**config.mk**
```make
export PLATFORM = sky130hd
export DESIGN_NAME = dmem_responder
export DESIGN_NICKNAME = d
export VERILOG_FILES = /design/src/rtl/dmem_responder.sv
export SDC_FILE = /design/constraint.sdc
export NUM_CORES = 2
export LEC_CHECK = 0
export CAP_MARGIN = 10
export CORE_MARGIN = 2
export CORE_UTILIZATION = 50
export CTS_CLUSTER_SIZE = 40
export DETAILED_ROUTE_END_ITERATION = 10
export PLACE_DENSITY_LB_ADDON = 0.1
export SYNTH_ARGS = -nofsm -noshare
export SYNTH_HDL_FRONTEND = slang
export SYNTH_SLANG_ARGS = --single-unit
```
**constraint.sdc**
```tcl
create_clock -name clk -period 6.6 [get_ports clk]
set_clock_uncertainty 0.05 [all_clocks]
set_input_delay 0.99 -clock clk [delete_from_list [all_inputs] [get_ports clk]]
set_output_delay 0.99 -clock clk [all_outputs]
set_load 0.03 [all_outputs]
```
**src/rtl/dmem_responder.sv**
```systemverilog
// Data-memory responder: word RAM plus MMIO window (tohost, cycle counter, console FIFO).
// Define DMEM_CONSOLE_EN to build the console FIFO; otherwise console writes are ignored.
module dmem_responder #(
   parameter int          DEPTH_WORDS = 64,
   parameter int          CON_DEPTH   = 8,
   parameter logic [31:0] MMIO_BASE   = 32'hFFFF_FFF0
) (
   input  logic        clk,
   input  logic        reset,
   input  logic        MemWriteM,
   input  logic [31:0] ALUResultM,
   input  logic [31:0] WriteDataM,
   output logic [31:0] ReadDataM,
   output logic        done,
   output logic [31:0] tohost,
   output logic        con_valid,
   output logic [7:0]  con_data,
   input  logic        con_ready,
   output logic        con_overflow
);
   localparam int RW = $clog2(DEPTH_WORDS);

   logic [31:0]   mem [DEPTH_WORDS];
   logic          is_mmio;
   logic [1:0]    off;
   logic [RW-1:0] widx;
   logic          wr_en;
   logic          done_reg;
   logic [31:0]   tohost_reg;
   logic [31:0]   cycle_reg;
   logic [1:0]    con_status;   // {full, empty}
   logic          unused_addr;

   assign is_mmio     = (ALUResultM[31:4] == MMIO_BASE[31:4]);
   assign off         = ALUResultM[3:2];
   assign widx        = ALUResultM[RW+1:2];
   assign wr_en       = MemWriteM && reset;
   assign unused_addr = ^ALUResultM[1:0];

   always_ff @(posedge clk) begin
      if (wr_en && !is_mmio)
         mem[widx] <= WriteDataM;
   end

   // tohost captures only the first write after reset
   always_ff @(posedge clk) begin
      if (!reset) begin
         done_reg   <= 1'b0;
         tohost_reg <= 32'd0;
      end else if (wr_en && is_mmio && off == 2'd0 && !done_reg) begin
         done_reg   <= 1'b1;
         tohost_reg <= WriteDataM;
      end
   end

   always_ff @(posedge clk) begin
      if (!reset)
         cycle_reg <= 32'd0;
      else
         cycle_reg <= cycle_reg + 32'd1;
   end

   assign done   = done_reg;
   assign tohost = tohost_reg;

`ifdef DMEM_CONSOLE_EN
   localparam int AW = $clog2(CON_DEPTH);

   logic [7:0]  fifo [CON_DEPTH];
   logic [AW:0] wr_ptr_reg;
   logic [AW:0] rd_ptr_reg;
   logic        ovf_reg;
   logic        empty;
   logic        full;
   logic        push_req;
   logic        push;
   logic        pop;

   assign empty    = (wr_ptr_reg == rd_ptr_reg);
   assign full     = (wr_ptr_reg[AW] != rd_ptr_reg[AW]) &&
                     (wr_ptr_reg[AW-1:0] == rd_ptr_reg[AW-1:0]);
   assign pop      = !empty && con_ready;
   assign push_req = wr_en && is_mmio && off == 2'd1;
   // a same-cycle pop frees the slot, so a push into a full FIFO is still accepted
   assign push     = push_req && (!full || pop);

   always_ff @(posedge clk) begin
      if (push)
         fifo[wr_ptr_reg[AW-1:0]] <= WriteDataM[7:0];
   end

   always_ff @(posedge clk) begin
      if (!reset) begin
         wr_ptr_reg <= '0;
         rd_ptr_reg <= '0;
         ovf_reg    <= 1'b0;
      end else begin
         if (push)
            wr_ptr_reg <= wr_ptr_reg + 1'b1;
         if (pop)
            rd_ptr_reg <= rd_ptr_reg + 1'b1;
         if (push_req && !push)
            ovf_reg <= 1'b1;
      end
   end

   assign con_valid    = !empty;
   assign con_data     = fifo[rd_ptr_reg[AW-1:0]];
   assign con_overflow = ovf_reg;
   assign con_status   = {full, empty};
`else
   logic unused_console;

   assign unused_console = con_ready;
   assign con_valid      = 1'b0;
   assign con_data       = 8'd0;
   assign con_overflow   = 1'b0;
   assign con_status     = 2'b01;
`endif

   always_comb begin
      ReadDataM = 32'd0;
      if (is_mmio) begin
         case (off)
            2'd0:    ReadDataM = tohost_reg;
            2'd1:    ReadDataM = {30'd0, con_status};
            2'd2:    ReadDataM = cycle_reg;
            default: ReadDataM = 32'd0;
         endcase
      end else begin
         ReadDataM = mem[widx];
      end
   end
endmodule

```
==> reports/results.ini <==
[status]
status = completed

[floorplanning]
die_x_microns = 409
die_y_microns = 409
initial_core_util_pct = 50.4
fp-row-count = 148
design.die.area_sq_mm = 0.167
ios = 143
core_sq_mm = 0.163

[placed_design]
hpwl_mm = 162
dp_slack_ns = 0.932
routabilityCongestion = 0.874
io_buffers = 129

[drt]
first_pass_iters = 5
route.detailed.wl_per_inst_microns = 39.4
drtIter0Drc = 7342
num_vias = 44279
wl_mm = 262
drcViolationCount = 0
vias_per_cell = 6.66
antenna_left = 0

[yosys]
syn_area_per_cell_sq_um = 20.9
synth-edff-count = 2048
synth.distinct_cells = 77
ys_ff_latch = 2113
seq_area_frac_synth_pct = 76.5
ys_async_sr_fraction_pct = 0
synthFlopType = edfxtp_1
yosys_warnings = 0
syn_area_sq_mm = 0.0821
synthCells = 3922

[setup_path]
critPathSlowestCell = clkdlybuf4s50_1
critical-path-max-stage-delay_ns = 0.74
crit_end = ReadDataM[30]
cp.arrival_ns = 4.68
startpoint = ALUResultM[5]
end_kind = output port
worstSetupPathType = in -> out
rr_startpoint = cycle_reg[0]$_SDFF_PN0_
crit_required_ns = 5.56
r2r_slack_ns = 3.98
r2r-end = cycle_reg[28]$_SDFF_PN0_
crit_top_cell = buf_4
critical_path.cell_chain = buf_4 -> buf_4 -> or3b_1 -> o22ai_1 -> nor2_1 -> a211oi_1 -> nor4_1 -> buf_4 -> nor2_1 -> clkdlybuf4s50_1
worstPathMaxFanout = 39
start_kind = input port
rr_worst_depth = 6

[power]
vdd_ir_drop_max_mv = 0.278
power_mw = 28.1
p_leak_nw = 29.9
powerDensity_mw_per_mm2 = 298

[sta]
min_period_over_period_pct = 86.6
setup_ws_ns = 0.882
drv_slew = 0
hold_viol = 0
holdWs_ns = 0.421
period_needed_ns = 5.72
tns_ns = 0
grt_setup_unrepaired = no
timing.slew.headroom_pct = 17.6
setup_viol_count_final = 0
fmaxAchievable_ghz = 0.175
tightest_slew_ns = 1.24

[clock_network]
cts_buffers = 212
cts.sinks = 2113
clock_latency_ns = 0.87
ctsRootBufferMaster = clkbuf_16
htree_num_levels = 4
cts_resized = 0
cts_tree = built
path_clk_slew_ns = 0.06
cts_setup_buffers = 0
ctsLongestPathBuffers = 3
hold_buffers = 0

[worst_hold_path]
hold_class = reg -> reg
min_path_cells = 2

[grt]
grt_pass1_vias = 42271
grt_max_degree = 66
grt_first_pass_wirelength_mm = 356
antenna_found_initial = 16
track_usage_pct = 31.4
grt-ovfl-total = 0

[cells_and_area]
post-route-util_pct = 57.9
largest_register_ffs = 2048
nets = 4365
drive_above_1_share_pct = 26.6
syn_to_final_growth_pct = 14.9

[run]
cap_violations = 0

-- synthesized netlist by cell type (all sizes together) (3+ instances only) --
cell type	number	share of area, %
edfxtp	2048	75
mux4	499	14
nand2	200	0.91
nor2	185	0.85
buf	168	1.5
mux2i	122	1.5
dfxtp	65	1.6
a21oi	60	0.37
a22oi	60	0.55
nand3	59	0.36
clkbuf	58	0.27
and2	34	0.26
o22ai	34	0.26
a21boi	33	0.30
nor3	32	0.20
nand4	29	0.22
o21ai	21	0.13
xnor2	21	0.22
nor2b	17	0.13
a221oi	15	0.16
nor4	15	0.16
and3	12	0.091
a211oi	11	0.10
a2111oi	10	0.12
a31oi	10	0.076
xor2	8	0.085
a22o	7	0.075
and4	7	0.075
nand3b	7	0.064
nand2b	6	0.046
o2111ai	6	0.064
mux2	5	0.069
o211ai	5	0.046
a32oi	4	0.043
nor4bb	4	0.049
o311ai	4	0.043
o32ai	4	0.043
a32o	3	0.037
clkinv	3	0.014
inv	3	0.014
or3	3	0.023
-- critical path, delay by kind of cell --
kind                   cells  cell delay [ns]
and+or+nand+nor            4             1.06
buffers and inverters      4             1.99
AOI/OAI and AO/OA          2             0.53
-- cell type report --
cell class,instances,area (sq um)
Clock inverter,105,947
Antenna cell,2,5.00
Inverter,6,25.0
Fill cell,12067,68600
Timing Repair Buffer,377,3730
Sequential cell,2113,62800
Clock buffer,284,5750
Multi-Input combinational cell,1586,18400
Tap cell,2175,2720
-- through the flow --
step	instance area [sq um]	instances
final	94300	6648
after detailed placement	87600	6256
after CTS	94300	6645
after global routing	94300	6647
after floorplan	82100	3931
after global placement	87600	6256
-- cells in the final DEF (no fill, tap or decap), drive strengths merged, types with 8 or more instances in the layout --
master	Yosys	final
clkbuf	58	284
bufinv	0	12
and2	34	34
nand3	59	59
xor2	8	8
clkdlybuf4s50	0	65
mux2i	122	122
inv	3	10
nand2	200	200
dfxtp	65	65
a21boi	33	33
xnor2	21	21
o22ai	34	34
and3	12	12
a2111oi	10	10
nor3	32	32
o21ai	21	21
nand4	29	29
clkinv	3	85
a221oi	15	15
buf	168	312
nor2	185	185
a22oi	60	60
a21oi	60	60
nor4	15	15
conb	1	10
a31oi	10	10
edfxtp	2048	2048
mux4	499	499
nor2b	17	17
a211oi	11	11
-- layer usage --
layer,vias up,part of all wire [%],track usage [%]
met4,2,3.2,9.31
li1,17066,-,-
met2,2910,45,47.3
met5,-,0.0027,0
met3,418,12,7.58
met1,23883,40,46.1
-- power breakdown --
part / internal (mW) / switching (mW)
registers: 14.8 / 0.0140
clock network: 6.58 / 5.11
logic: 0.574 / 1.03
total: 21.9 / 6.16
-- cell families (layout without fill, tap and decap cells) --
| group | after synthesis | in the layout | share of synthesized area [%] |
|---|---|---|---|
| adders and majority gates | 1 | 1 | 0.0152 |
| xor gates and xnor gates | 29 | 29 | 0.309 |
| and+or+nand+nor | 619 | 619 | 3.54 |
| other | 1 | 12 | 0.00457 |
| DFF | 2113 | 2113 | 76.5 |
| buffers and inverters | 232 | 772 | 1.83 |
| muxes | 626 | 626 | 15.3 |
| AOI/OAI and AO/OA | 301 | 301 | 2.56 |
-- how the worst min path moves through the flow --
| stage | from | endpoint |
|---|---|---|
| global placement | tohost[0]$_SDFFE_PN0P_ | tohost[0]$_SDFFE_PN0P_ |
| global route | tohost[23]$_SDFFE_PN0P_ | tohost[23]$_SDFFE_PN0P_ |
| finish | tohost[24]$_SDFFE_PN0P_ | tohost[24]$_SDFFE_PN0P_ |
| floorplan | cycle_reg[5]$_SDFF_PN0_ | cycle_reg[5]$_SDFF_PN0_ |
| CTS | tohost[24]$_SDFFE_PN0P_ | tohost[24]$_SDFFE_PN0P_ |
| detailed placement | tohost[24]$_SDFFE_PN0P_ | tohost[24]$_SDFFE_PN0P_ |
(Power assumes the default switching activity.)
